<file path="src/rtl/freq_meter_pkg.sv">
// Shared definitions for the gated frequency meter: state encoding and a
// constant-evaluable clog2 also used by the clock divider blocks.
package freq_meter_pkg;

  localparam int unsigned STATE_W = 2;

  typedef logic [STATE_W-1:0] state_t;

  localparam state_t ST_IDLE = 2'd0;
  localparam state_t ST_GATE = 2'd1;
  localparam state_t ST_DONE = 2'd2;

  // Number of bits needed to hold values 0..value-1 (0 for value<=1).
  function automatic int unsigned clog2(input int unsigned value);
    int unsigned result;
    result = 0;
    for (int unsigned i = 0; i < 32; i++) begin
      if ((32'd1 << i) < value) result = i + 1;
    end
    return result;
  endfunction

endpackage

</file>
<file path="src/rtl/freq_meter_sync_edge.sv">
// Multi-stage synchronizer for an asynchronous input followed by a
// rising-edge detector; edge_c is a one-clk pulse per synchronized rise.
module freq_meter_sync_edge #(
  parameter int unsigned SYNC_STAGES = 2
) (
  input  logic clk,
  input  logic rst,
  input  logic sig_in,
  output logic edge_c
);

  logic [SYNC_STAGES-1:0] sync_q;
  logic                   prev_q;

  // prev_q follows the synchronized level every cycle, whatever the FSM does
  always_ff @(posedge clk) begin
    if (rst) begin
      sync_q <= '0;
      prev_q <= 1'b0;
    end else begin
      sync_q <= {sync_q[SYNC_STAGES-2:0], sig_in};
      prev_q <= sync_q[SYNC_STAGES-1];
    end
  end

  assign edge_c = sync_q[SYNC_STAGES-1] & ~prev_q;

endmodule

</file>
<file path="src/rtl/freq_meter.sv">
// Gated frequency meter: counts sig_in rising edges over GATE_CYCLES clocks.
// Define FREQ_METER_CONTINUOUS_EN to re-arm the window after every result.
module freq_meter
  import freq_meter_pkg::*;
#(
  parameter int unsigned GATE_CYCLES = 1000,
  parameter int unsigned CNT_W       = 16,
  parameter int unsigned SYNC_STAGES = 2
) (
  input  logic             clk,
  input  logic             rst,
  input  logic             start,
  input  logic             sig_in,
  output logic             busy,
  output logic [CNT_W-1:0] count_out,
  output logic             valid,
  output logic             overflow
);

  localparam int unsigned GATE_W = clog2(GATE_CYCLES);
  localparam logic [GATE_W-1:0] GATE_LAST = GATE_W'(GATE_CYCLES - 1);
  localparam logic [CNT_W-1:0]  CNT_MAX   = '1;

  state_t             state;
  state_t             next_state;
  logic               edge_c;
  logic               arm_c;
  logic               gate_c;
  logic               done_c;
  logic [GATE_W-1:0]  gate_cnt;
  logic [CNT_W-1:0]   edge_cnt;
  logic               ovf_flag;

  freq_meter_sync_edge #(
    .SYNC_STAGES(SYNC_STAGES)
  ) u_sync_edge (
    .clk    (clk),
    .rst    (rst),
    .sig_in (sig_in),
    .edge_c (edge_c)
  );

  // State register
  always_ff @(posedge clk) begin
    if (rst) state <= ST_IDLE;
    else     state <= next_state;
  end

  // Next-state logic
  always_comb begin
    next_state = state;
    case (state)
      ST_IDLE: if (start) next_state = ST_GATE;
      ST_GATE: if (gate_cnt == GATE_LAST) next_state = ST_DONE;
`ifdef FREQ_METER_CONTINUOUS_EN
      ST_DONE: next_state = ST_GATE;
`else
      ST_DONE: next_state = ST_IDLE;
`endif
      default: next_state = ST_IDLE;
    endcase
  end

  // Control decodes; arm_c clears the counters on entry to a window
  always_comb begin
    arm_c  = 1'b0;
    gate_c = 1'b0;
    done_c = 1'b0;
    case (state)
      ST_IDLE: arm_c = start;
      ST_GATE: gate_c = 1'b1;
`ifdef FREQ_METER_CONTINUOUS_EN
      ST_DONE: begin
        done_c = 1'b1;
        arm_c  = 1'b1;
      end
`else
      ST_DONE: done_c = 1'b1;
`endif
      default: ;
    endcase
  end

  // Gate counter and saturating edge counter
  always_ff @(posedge clk) begin
    if (rst) begin
      gate_cnt <= '0;
      edge_cnt <= '0;
      ovf_flag <= 1'b0;
    end else if (arm_c) begin
      gate_cnt <= '0;
      edge_cnt <= '0;
      ovf_flag <= 1'b0;
    end else if (gate_c) begin
      gate_cnt <= gate_cnt + GATE_W'(1);
      if (edge_c) begin
        if (edge_cnt == CNT_MAX) ovf_flag <= 1'b1;
        else                     edge_cnt <= edge_cnt + CNT_W'(1);
      end
    end
  end

  // Result registers; count_out/overflow hold until the next DONE
  always_ff @(posedge clk) begin
    if (rst) begin
      busy      <= 1'b0;
      valid     <= 1'b0;
      count_out <= '0;
      overflow  <= 1'b0;
    end else begin
      busy  <= (state != ST_IDLE);
      valid <= done_c;
      if (done_c) begin
        count_out <= edge_cnt;
        overflow  <= ovf_flag;
      end
    end
  end

endmodule

</file>
<file path="config.mk">
export PLATFORM = sky130hd
export DESIGN_NAME = freq_meter
export DESIGN_NICKNAME = d
export VERILOG_FILES = /design/src/rtl/freq_meter_pkg.sv /design/src/rtl/freq_meter_sync_edge.sv /design/src/rtl/freq_meter.sv
export SDC_FILE = /design/constraint.sdc
export NUM_CORES = 1
export LEC_CHECK = 0
export ABC_CLOCK_PERIOD_IN_PS = 2300
export CORE_MARGIN = 4
export CORE_UTILIZATION = 44
export DETAILED_ROUTE_END_ITERATION = 12
export HOLD_SLACK_MARGIN = 0.12
export PLACE_DENSITY = 0.68
export SETUP_SLACK_MARGIN = 0.3
export SLEW_MARGIN = 30
export SYNTH_ARGS = -nofsm -noshare
export SYNTH_HDL_FRONTEND = slang
export SYNTH_SLANG_ARGS = --single-unit
export TNS_END_PERCENT = 5
</file>
<file path="constraint.sdc">
create_clock -name clk -period 2.3 [get_ports clk]
set_input_delay 0.46 -clock clk [delete_from_list [all_inputs] [get_ports clk]]
set_output_delay 0.46 -clock clk [all_outputs]
set_load 0.1 [all_outputs]
</file>
; ---- Yosys cells after proc, flatten, opt, wreduce, memory -nomap -nowiden
; Index checks and enable logic that the tools add are counted.
[op_classes]
n_addsub = 2
n_mul = 0
n_div = 0
n_lt_le_gt_ge = 0
n_eq_ne = 6
shifts = 0
n_mux = 6
bitwise = 3
n_reduce_logical = 6
[op_table]
columns = op, count
row1 = $add A16 B1 Y16 const B, 1
row2 = $eq A16 B16 Y1 const B, 1
row3 = $add A10 B1 Y10 const B, 1
row4 = $eq A10 B10 Y1 const B, 1
row5 = $reduce_and A3 Y1, 2
row6 = $mux W2, 2
row7 = $ne A2 B2 Y1 const B, 2
row8 = $pmux W2 S2, 1
row9 = $mux W1, 3
row10 = $eq A2 B1 Y1 const B, 1
row11 = $eq A2 B2 Y1 const B, 1
row12 = $logic_not A2 Y1, 1
row13 = $not A1 Y1, 2
row14 = $reduce_and A2 Y1, 1
row15 = $reduce_bool A2 Y1, 1
row16 = $reduce_or A2 Y1, 1
row17 = $and A1 B1 Y1, 1
[totals]
regBits = 51
latchBits = 0
mem_bits_rw = 0
mem_bits_ro = 0
inputBits = 4
output_inout_bits = 19
word_cells = 33
memories = 0

; ---- Depth between registers and ports, before layout
; Gate-level depths: netlist of the first run.
[logic_depth]
depth_word = 3
ltp_mapped = 6
mapped_depth_nobuf = 5

; ---- Hierarchy
; From an unflattened synthesis of the first run, not the netlist that was laid out.
[unflattened]
hier_cells = 240
area_unflattened_um2 = 2088.3
[by_module_without_submodules]
columns = mod, n_inst, cells_per_inst, area_per_inst_um2, seq_area_each_um2
row1 = freq_meter, 1, 233, 2000.7, 960.9
row2 = freq_meter_sync_edge, 1, 7, 87.6, 60.1

; ---- Worst setup path after synthesis of the first run
; Ideal clock, no wire load.
[synth_timing]
kind = reg2reg
startpoint = reg edge_cnt[0]
endpoint = reg edge_cnt[13]
setup_time_ns = 0.070
t_arrival_ns = 1.689
t_required_ns = 2.230
setup_slack_ns = 0.540
path_stages_with_launch = 6
path_buffers = 0
period_less_slack_ns = 1.760
path_cell_list = dfxtp_1 ha_1 and2_1 a311o_1 or4_1 a21oi_1
[synth_between]
elab_chain_cells = 3
elab_cells_between_ends = 4
cone_classes = add/sub (1) / eq/ne (1) / bitwise (1) / reduce/logical (1)
[synth_lines]
columns = item, line_no
row1 = start: declaration, freq_meter.sv:31  ; logic [CNT_W-1:0] edge_cnt;
row2 = start signal: assignment, freq_meter.sv:98  ; else edge_cnt <= edge_cnt + CNT_W'(1);
row3 = branches (longest 3 deep; another with $add A16 B1 Y16), --
; Parallel ways; which one is timed is not known.
; A chain may end at the register's enable or synchronous reset.

; ---- Worst setup path in the final report of the first run
; Ends and elaborated chain as after synthesis.

==> results of run 1 <==
## registers in the layout, indices dropped and copies added (netlist names), 2 cells and up
name	cells
edge_cnt	16
state	2
u_sync_edge.sync_q	2
count_out	16
gate_cnt	10
## cell type report
type | count | area share
clock inverter | 1 | 0.003516
sequential | 51 | 0.4098
timing repair buffer | 26 | 0.08137
tap | 67 | 0.03365
multi-input combinational | 188 | 0.4355
inverter | 1 | 0.001507
clock buffer | 7 | 0.03466
## repair_timing
| item | CTS | global route |
|---|---|---|
| endpoints found under the setup margin | 0 | 2 |
| resized for setup | 0 | 2 |
| endpoints found under the hold margin | 0 | 0 |
## power by group through the flow
stage | registers, µW | logic, µW | clock network (µW)
4_1_cts | 896 | 53.7 | 548
3_5_place_dp | 917 | 53.5 | 0
5_1_grt | 898 | 59.1 | 585
3_3_place_gp | 917 | 53.1 | 0
6_report | 896 | 53.4 | 530
2_1_floorplan | 920 | 34.4 | 0
## layer usage
layer,vias to the layer above,global-route usage
met1,832,0.2014
li1,941,-
met2,44,0.2440
met4,0,0.06643
met3,7,0.03670
met5,-,0
## placed cells by master, fill, tap and decap left out, types with 3 or more instances in the layout
master	n
clkdlybuf4s50_1	3
clkbuf_8	6
o21ai_0	12
nor3_1	4
nor2_1	18
nand3_1	10
or4_1	5
xnor2_1	5
nand2_1	43
buf_4	23
and4_1	4
or3_1	11
nor2b_1	5
dfxtp_1	51
xor2_1	3
a21oi_1	32
nand4_1	9
## critical path, cell delays in order, from the launching register on
cell,delay (ns)
dfxtp_1,0.36
ha_2,0.22
and2_2,0.23
a311o_1,0.43
or4_1,0.48
a21oi_1,0.15
## logic make-up (layout without fill, tap and decap cells)
kind of cell	after synthesis	after routing	synth area share
AOI/OAI and AO/OA	51	51	0.1278
xor gates and xnor gates	8	8	0.03209
adders and majority gates	2	2	0.01146
buffers and inverters	17	35	0.03725
DFF	51	51	0.4676
muxes	2	2	0.009169
and+or+nand+nor	125	125	0.3146
## per-stage QoR
stage | hold slack, ns | worst slack [ns] | power, µW | cells
after floorplan | 0.4138 | 0.5403 | 954.5 | 256
after global placement | 0.4178 | 0.3819 | 969.8 | 333
after detailed placement | 0.4344 | 0.3611 | 970.4 | 333
after CTS | 0.4600 | 0.3904 | 1498 | 341
after global routing | 0.4803 | 0.2966 | 1541 | 341
final | 0.4563 | 0.3906 | 1479 | 341
## worst max path at each step
stage | from | end | slack, ns | cells past startpoint
floorplan | edge_cnt[0] | edge_cnt[13] | 0.54 | 5
global placement | start | edge_cnt[7] | 0.38 | 5
detailed placement | start | edge_cnt[10] | 0.36 | 5
CTS | edge_cnt[0] | edge_cnt[13] | 0.39 | 5
global route | edge_cnt[11] | edge_cnt[5] | 0.30 | 4
finish | edge_cnt[0] | edge_cnt[13] | 0.39 | 5
==> key figures, run 1 <==
Timing
  – Final Slew Violations: 0
  – Final worst-path cycle share: 0.8302
  – Final setup vio count: 0
  – Total negative slack: 0 ns
  – Final Skew: 0.01225 ns
  – Post-layout minimum cycle time: 1.909 ns
  – Fmax: 523.7 MHz
  – Final hold vios: 0
  – Rel. slew slack: 0.5594
  – Least-Margin Pin Slew: 0.6559 ns
  – RSZ-0062 raised after global routing: yes

Clock network
  – Clock root buffer: clkbuf_8
  – Hold-fix buffers, CTS: 0
  – Setup bufs post-CTS: 0
  – CTS tree: done
  – TritonCTS Buffers: 5
  – Clock Tree Buf Depth: 2
  – Clock insertion delay at the later pin of the skew report: 0.30 ns
  – # clock sinks: 51
  – Reg clk slew, reported paths: 0.09 ns
  – Clock H-tree levels: 2

Cells and area
  – Number of antenna diodes: 0
  – Multi-input logic area: 0.001085 mm²
  – Layout cells sized above 1: 0.1314
  – FF/Latch Area: 0.001021 mm²
  – Fillers: 460
  – Final instance area: 0.002491 mm²
  – Post-route core utilization: 0.5239
  – Area delta synth->final: 14.10%
  – Nets: 279

Logic synthesis
  – Synth Flop Type: dfxtp_1
  – Top cells by count, synth: dfxtp_1, nand2_1, a21oi_1
  – Largest cells by area after synthesis: dfxtp_1, nand2_1, a21oi_1
  – Post-Syn Area: 0.002183 mm²
  – Number of flops mapped to enable cells by yosys: 0
  – Avg Cell Area, Syn: 8.529 µm²
  – Unique cell type count in the Yosys netlist: 42
  – YS warnings: 0
  – Register area share after synthesis: 0.4676
  – Syn_nets: 262
  – Count leader, synth: dfxtp_1
  – Area leader, netlist: dfxtp_1
  – Fraction of registers with async set/reset: 0
  – Post-Syn Instances: 256
  – Post-synth top area share: 0.4676
  – Register bit total from synthesis: 51

Route
  – DRT Pass-1 Iters: 4
  – DRT iter0 DRCs: 137
  – Drt total wl: 4.349 mm
  – Final ANT Viol Nets: 0
  – Met3 wire len: 198 µm
  – Drt wl/cell: 12.75 µm
  – DR DRC count: 0
  – Wire length on met2: 1.929 mm
  – Routed vias/inst: 5.349
  – Via count: 1824
  – Top Metal Used: met4
  – M1 wire length: 2.152 mm

Critical path
  – Reg2Reg Depth: 5
  – Worst EP arrival: 2.15 ns
  – Peak fanout along the critical path: 6
  – Reg2reg start: edge_cnt[0]
  – Critical Path Sink Type: flip-flop
  – Critical path class: flip-flop to flip-flop
  – Critical path launch point type: flip-flop
  – Critical Path RT: 2.54 ns
  – R2r endpoint: edge_cnt[13]
  – R2R Setup Slk: 0.39 ns

Worst hold path
  – Hold Crit Class: flip-flop to flip-flop
  – Worst hold stages: 1
  – Hold path startpoint: u_sync_edge.sync_q[0]
  – Hold path endpoint: u_sync_edge.sync_q[1]

Floorplan
  – Die X: 78.44 µm
  – Die Span Y: 78.44 µm
  – I/O pin total: 23
  – Initial core utilization: 0.4592
  – CORE AREA: 0.004755 mm²
  – # rows: 25
  – Full die area: 0.006153 mm²

Power
  – Clock share of power: 0.358
  – Part of the power in registers: 0.606
  – Sw frac: 0.2192
  – Max IR drop VDD: 396.6 µV
  – Power Dens Cells: 593.8 mW/mm²
  – Pleak: 0.0008230 µW
  – Gate power share: 0.036
  – Switching power: 324.3 µW
  – Int Power: 1155 µW

GRT
  – First-pass GRT wire length: 7.748 mm
  – Largest net degree at the start of global routing: 27
  – GRT overflow: 0
  – Initial antenna violation count: 0
  – Vias in the first global route: 1724
  – Total Routing Usage GR: 0.1546

Place
  – Routability congestion estimate: 0.8439
  – Dpl cell area: 0.002392 mm²
  – Hpwl dp: 3.066 mm
  – I/O Buffers: 22

Run status
  – Status: complete, no violations

Job
  – Max_cap viols: 0
(Power assumes the default switching activity.)
==> inputs of run 2 (changes only) <==
- ABC_CLOCK_PERIOD_IN_PS: 2300 -> 1600
- PLACE_DENSITY: 0.68 -> 0.7
- clock period: 2.3 -> 1.6 ns (I/O delays scaled with it)
==> run 2 against run 1 <==
  * The run now ends with setup timing left
  * Critical endpoint unchanged
  * Clock skew is 0.0067 ns lower
  * Design area up 26%
  * Critical path type unchanged
  * Global-route usage grew 1.1 points
  * Die area is the same
  * Count of clock-buffer cells in the layout fell by 1
  * Utilization increased by 14 points
  * Sequential share of layout area down 7.8 points
  * Total power is 42% higher
  * Sequential power is 43% higher
==> key figures, run 2 (synthesized netlist as in run 1, its figures left out) <==
Route
  – M1 wire length: 2.383 mm (+11%)
  – DRT Pass-1 Iters: 4 (unchanged)
  – Final ANT Viol Nets: 0 (unchanged)
  – Via count: 1947 (+6.7%)
  – Top Metal Used: met4
  – Drt wl/cell: 14.09 µm (+10%)
  – Routed vias/inst: 5.234 (-2.2%)
  – Wire length on met2: 2.648 mm (+37%)
  – Drt total wl: 5.240 mm (+20%)
  – Met3 wire len: 139 µm (-30%)
  – DR DRC count: 0 (unchanged)
  – DRT iter0 DRCs: 92 (-33%)

Critical path
  – Critical path's slowest cell: or4_1
  – R2r endpoint: edge_cnt[13]
  – Worst path max stage delay: 0.41 ns (-0.07 ns)
  – Reg2reg start: edge_cnt[1]
  – Peak fanout along the critical path: 6 (unchanged)
  – Critical path class: flip-flop to flip-flop
  – Critical path launch point type: flip-flop
  – Critical Path Sink Type: flip-flop
  – R2R Setup Slk: -0.01 ns (-0.40 ns)
  – CP top delay family: simple AND/OR/NAND/NOR gates
  – Worst EP arrival: 1.85 ns (-0.30 ns)
  – Critical path buffers and inverters: 0 (unchanged)
  – Reg2Reg Depth: 5 (unchanged)
  – CP cell instances: ha_4 > and2_4 > a311o_1 > or4_1 > a21oi_1
  – Critical Path RT: 1.84 ns (-0.70 ns)

Floorplan
  – Die X: 78.44 µm (unchanged)
  – Die Span Y: 78.44 µm (unchanged)
  – I/O pin total: 23 (unchanged)
  – Full die area: 0.006153 mm² (unchanged)
  – CORE AREA: 0.004755 mm² (unchanged)
  – # rows: 25 (unchanged)
  – Initial core utilization: 0.4592 (unchanged)

Cells and area
  – Final instance area: 0.003138 mm² (+26%)
  – Area delta synth->final: 43.72%
  – Commonest cells after routing, fill and taps aside: nand2_1, dfxtp_1, buf_4
  – Largest regs: count_out: 16 flops, edge_cnt: 16 flops, gate_cnt: 10 flops
  – Multi-input logic area: 0.001227 mm² (+13%)
  – Layout cells sized above 1: 0.3311 (+0.1998)
  – Nets: 310 (+11%)
  – FF/Latch Area: 0.001041 mm² (+2.0%)
  – Fillers: 380 (-17%)
  – Post-route core utilization: 0.6600 (+0.1361)
  – Number of antenna diodes: 0 (unchanged)
  – Most common cell after layout, fill and taps aside: nand2_1

Timing
  – Fmax: 621.3 MHz (+19%)
  – Rel. slew slack: 0.7490 (+0.1896)
  – Total negative slack: -0.009639 ns (-0.009639 ns)
  – Final hold vios: 0 (unchanged)
  – Final Slew Violations: 0 (unchanged)
  – Final setup vio count: 1 (+1)
  – Final Hold Slack: 0.4518 ns (-0.004510 ns)
  – RSZ-0062 raised after global routing: yes
  – Setup ws final: -0.009639 ns (-0.4002 ns)
  – Least-Margin Pin Slew: 0.3670 ns (-0.2890 ns)
  – Final worst-path cycle share: 1.006 (+0.1759)
  – Post-layout minimum cycle time: 1.610 ns (-0.2998 ns)
  – Final Skew: 0.005515 ns (-0.006737 ns)

GRT
  – First-pass GRT wire length: 8.231 mm (+6.2%)
  – Initial antenna violation count: 0 (unchanged)
  – GRT overflow: 0 (unchanged)
  – Total Routing Usage GR: 0.1652 (+0.01062)
  – Largest net degree at the start of global routing: 27 (unchanged)
  – Vias in the first global route: 1873 (+8.6%)

Clock network
  – Clock insertion delay at the later pin of the skew report: 0.30 ns (about the same)
  – Reg clk slew, reported paths: 0.09 ns (about the same)
  – Clock Tree Buf Depth: 2 (unchanged)
  – Hold-fix buffers, CTS: 0 (unchanged)
  – Clock H-tree levels: 2 (unchanged)
  – # clock sinks: 51 (unchanged)
  – TritonCTS Buffers: 5 (unchanged)
  – CTS tree: done
  – Clock root buffer: clkbuf_8

Run status
  – Status: complete, but fails checks
  – Failing checks: setup timing

Worst hold path
  – Hold Crit Class: flip-flop to flip-flop
  – Hold path startpoint: u_sync_edge.sync_q[0]
  – Hold path endpoint: u_sync_edge.sync_q[1]
  – Worst hold stages: 1 (unchanged)

Power
  – Pleak: 0.001053 µW (+28%)
  – Power Dens Cells: 671.1 mW/mm² (+13%)
  – Max IR drop VDD: 356.5 µV (-10%)

Place
  – Placement Setup Slack: -0.1994 ns (-0.5605 ns)
  – Dpl cell area: 0.002893 mm² (+21%)
  – I/O Buffers: 22 (unchanged)
  – Hpwl dp: 3.686 mm (+20%)
  – Routability congestion estimate: 0.8352 (-1.0%)

Job
  – Max_cap viols: 0 (unchanged)
run 2: cell types whose count changed in the layout (fill, tap and decap cells not counted), moves of 7 or more:
cell,previous run,this run
buf_12,0,20
buf_4,23,31
dfxtp_1,51,41
dfxtp_2,0,7
run 2: cell type report:
cell class,instances,share of cell area
flip-flops and latches,51,0.3317
repair buffers,57,0.2221
well taps,67,0.02671
inverters,1,0.001196
clock buffers,6,0.02313
clock inverters,2,0.003987
multi-input cells,188,0.3911
run 2: how the worst max path moves through the flow:
stage,cells past startpoint,to,slack (ns),from
after floorplan,5,edge_cnt[13],-0.006,edge_cnt[1]
after global placement,5,edge_cnt[7],-0.17,start
after detailed placement,5,edge_cnt[7],-0.20,start
after CTS,5,edge_cnt[14],0.001,edge_cnt[1]
after global routing,5,edge_cnt[14],-0.05,edge_cnt[1]
final,5,edge_cnt[13],-0.01,edge_cnt[1]
run 2: metrics by stage:
step	power, µW	std cells
2_1_floorplan	1374	256
6_report	2106	372
4_1_cts	2116	372
3_5_place_dp	1410	364
3_3_place_gp	1408	364
5_1_grt	2174	372
run 2: routing by layer:
layer,vias up,track usage
li1,997,-
met1,912,0.1976
met2,32,0.2945
met3,6,0.02408
met4,0,0.06818
met5,-,0
run 2: power by group:
part | switching, µW | leakage (µW) | internal [µW]
clock | 409 | 0.0000412 | 306
sequential | 10.5 | 0.000417 | 1270
combinational | 59.2 | 0.000595 | 46.3
total | 479 | 0.00105 | 1630
run 2: timing repair:
action	in CTS	in global routing
endpoints found under the setup margin	27	44
gates cloned	0	0
setup buffers	0	0
endpoints found under the hold margin	0	0
resized for setup	4	42
pin swaps	1	25
==> inputs of run 3 (changes only) <==
- ABC_AREA: unset -> 0
- PLACE_DENSITY: 0.7 -> 0.78
==> run 3 against run 2 <==
  * Register-to-register slack about the same
  * Global-route usage increased by 0.76 points
  * Total power increased by 5.8%
  * The run still ends with setup timing left
  * Die area unchanged
  * Count of clock-buffer cells in the layout unchanged
  * Critical path depth unchanged
  * Combinational power about the same
  * Largest cell class unchanged
==> key figures, run 3 (synthesized netlist as in run 1, its figures left out) <==
Critical path
  – Critical path's slowest cell: or4_4
  – Worst EP arrival: 1.86 ns (about the same)
  – Reg2reg start: edge_cnt[0]
  – Worst path max stage delay: 0.53 ns (+0.12 ns)
  – Peak fanout along the critical path: 4 (-2)
  – Critical path class: flip-flop to flip-flop
  – Critical path launch point type: flip-flop
  – Critical path buffers and inverters: 0 (unchanged)
  – Critical Path RT: 1.84 ns (about the same)
  – CP top delay family: simple AND/OR/NAND/NOR gates
  – CP Launch Point: edge_cnt[0]
  – CP cell instances: ha_4 > nand2_2 > or4_4 > or3_1 > a21oi_2
  – Critical Path Sink Type: flip-flop

GRT
  – GRT overflow: 0 (unchanged)
  – M2 GR Usage: 0.3125 (+0.01798)
  – Vias in the first global route: 1929 (+3.0%)
  – First-pass GRT wire length: 8.569 mm (+4.1%)
  – M3 GR Usage: 0.03440 (+0.01032)
  – Largest net degree at the start of global routing: 27 (unchanged)
  – Initial antenna violation count: 0 (unchanged)
  – Most Used Layer, Global Route: met2
  – M1 GR Usage: 0.2023 (+0.004679)
  – Total Routing Usage GR: 0.1728 (+0.007624)

Floorplan
  – I/O pin total: 23 (unchanged)
  – CORE AREA: 0.004755 mm² (unchanged)
  – Full die area: 0.006153 mm² (unchanged)
  – Initial core utilization: 0.4592 (unchanged)
  – Die Span Y: 78.44 µm (unchanged)
  – # rows: 25 (unchanged)
  – Die X: 78.44 µm (unchanged)

Power
  – Pleak: 0.001040 µW (-1.3%)
  – Max IR drop VDD: 403.9 µV (+13%)
  – Power Dens Cells: 719.8 mW/mm² (+7.3%)

Route
  – Routed vias/inst: 5.505 (+5.2%)
  – DRT iter0 DRCs: 135 (+47%)
  – Drt wl/cell: 14.04 µm (-0.34%)
  – Final ANT Viol Nets: 0 (unchanged)
  – Via count: 2015 (+3.5%)
  – Drt total wl: 5.138 mm (-1.9%)
  – DRT Pass-1 Iters: 4 (unchanged)
  – DR DRC count: 0 (unchanged)

Timing
  – Final setup vio count: 2 (+1)
  – Final Slew Violations: 0 (unchanged)
  – Rel. slew slack: 0.7594 (+0.01033)
  – RSZ-0062 raised after global routing: yes
  – Fmax: 616.1 MHz (-0.84%)
  – Post-layout minimum cycle time: 1.623 ns (+0.01360 ns)
  – Final worst-path cycle share: 1.015 (+0.008499)
  – Least-Margin Pin Slew: 0.3577 ns (-0.009301 ns)
  – Final hold vios: 0 (unchanged)
  – Final Skew: 0.007149 ns (+0.001635 ns)
  – Setup ws final: -0.02324 ns (-0.01360 ns)

Cells and area
  – Commonest cells after routing, fill and taps aside: nand2_1, dfxtp_1, a21oi_1
  – Fillers: 358 (-5.8%)
  – Final instance area: 0.003097 mm² (-1.3%)
  – Nets: 305 (-1.6%)
  – Number of antenna diodes: 0 (unchanged)
  – Layout cells sized above 1: 0.3110 (-0.02011)
  – Largest regs: count_out: 16 flops, edge_cnt: 16 flops, gate_cnt: 10 flops
  – Area delta synth->final: 41.83%
  – Post-route core utilization: 0.6513 (-0.008684)
  – Most common cell after layout, fill and taps aside: nand2_1

Clock network
  – Hold-fix buffers, CTS: 0 (unchanged)
  – Clock H-tree levels: 2 (unchanged)
  – TritonCTS Buffers: 5 (unchanged)
  – # clock sinks: 51 (unchanged)
  – Clock Tree Buf Depth: 2 (unchanged)
  – Clock root buffer: clkbuf_8
  – Reg clk slew, reported paths: 0.09 ns (about the same)
  – CTS tree: done
  – Clock insertion delay at the later pin of the skew report: 0.30 ns (about the same)

Run status
  – Failing checks: setup timing
  – Status: complete, but fails checks

Worst hold path
  – Hold Crit Class: flip-flop to flip-flop
  – Hold path startpoint: u_sync_edge.sync_q[0]

Job
  – Max_cap viols: 0 (unchanged)

Place
  – Hpwl dp: 3.663 mm (-0.62%)
  – I/O Buffers: 22 (unchanged)
  – Dpl cell area: 0.002835 mm² (-2.0%)
  – Routability congestion estimate: 0.8891 (+6.5%)
## run 3: worst paths after layout
| check | slack [ns] | to | cells after the start |
|---|---|---|---|
| worst min-delay path | 0.44 | u_sync_edge.sync_q[1] | 1 |
| worst max-delay path | -0.02 | edge_cnt[14] | 5 |
| worst min register to register | 0.44 | u_sync_edge.sync_q[1] | 1 |
| worst max register to register | -0.02 | edge_cnt[14] | 5 |
## run 3: metal layers
layer	vias up	share of wire
li1	989	-
met1	964	0.42
met2	55	0.52
met3	7	0.042
met4	0	0.015
met5	-	0
## run 3: through the flow
| step | total power, µW | hold WS (ns) | std cells | setup TNS (ns) | setup WS (ns) |
|---|---|---|---|---|---|
| after CTS | 2247 | 0.4457 | 366 | -0.0008894 | -0.0008894 |
| after floorplan | 1374 | 0.4138 | 256 | -0.006112 | -0.006112 |
| final | 2229 | 0.4440 | 366 | -0.02551 | -0.02324 |
| after global routing | 2321 | 0.4695 | 366 | -0.1923 | -0.08134 |
| after detailed placement | 1407 | 0.4358 | 358 | -2.058 | -0.1975 |
| after global placement | 1404 | 0.4196 | 358 | -0.6934 | -0.1585 |
## run 3: what timing repair did
item,4_1_cts,5_1_grt
setup endpoints to repair,43,28
hold endpoints to repair,0,0
gates resized for setup,29,17
pin swaps,20,16
buffers inserted,1,0
## run 3: power by group
group / internal [µW] / switching, µW / leakage, µW
logic: 45.3 / 56.3 / 0.000570
registers: 1270 / 12.3 / 0.000419
clock network: 458 / 383 / 0.0000513
## run 3: worst reg2reg max path: cells and delay by family, from the launching register on
family / cells / cell delay, ns
flip-flops: 1 / 0.38
AND/OR/NAND/NOR: 3 / 0.94
adder cells (fa/ha/maj): 1 / 0.15
AO/OA/AOI/OAI: 1 / 0.11
## run 3: cell type report
| class | count | area (µm²) | area share |
|---|---|---|---|
| Inverter | 1 | 3.754 | 0.001212 |
| Tap cell | 67 | 83.83 | 0.02707 |
| Multi-Input combinational cell | 188 | 1206 | 0.3895 |
| Sequential cell | 51 | 1046 | 0.3378 |
| Clock inverter | 1 | 30.03 | 0.009697 |
| Clock buffer | 6 | 72.57 | 0.02343 |
| Timing Repair Buffer | 52 | 654.4 | 0.2113 |
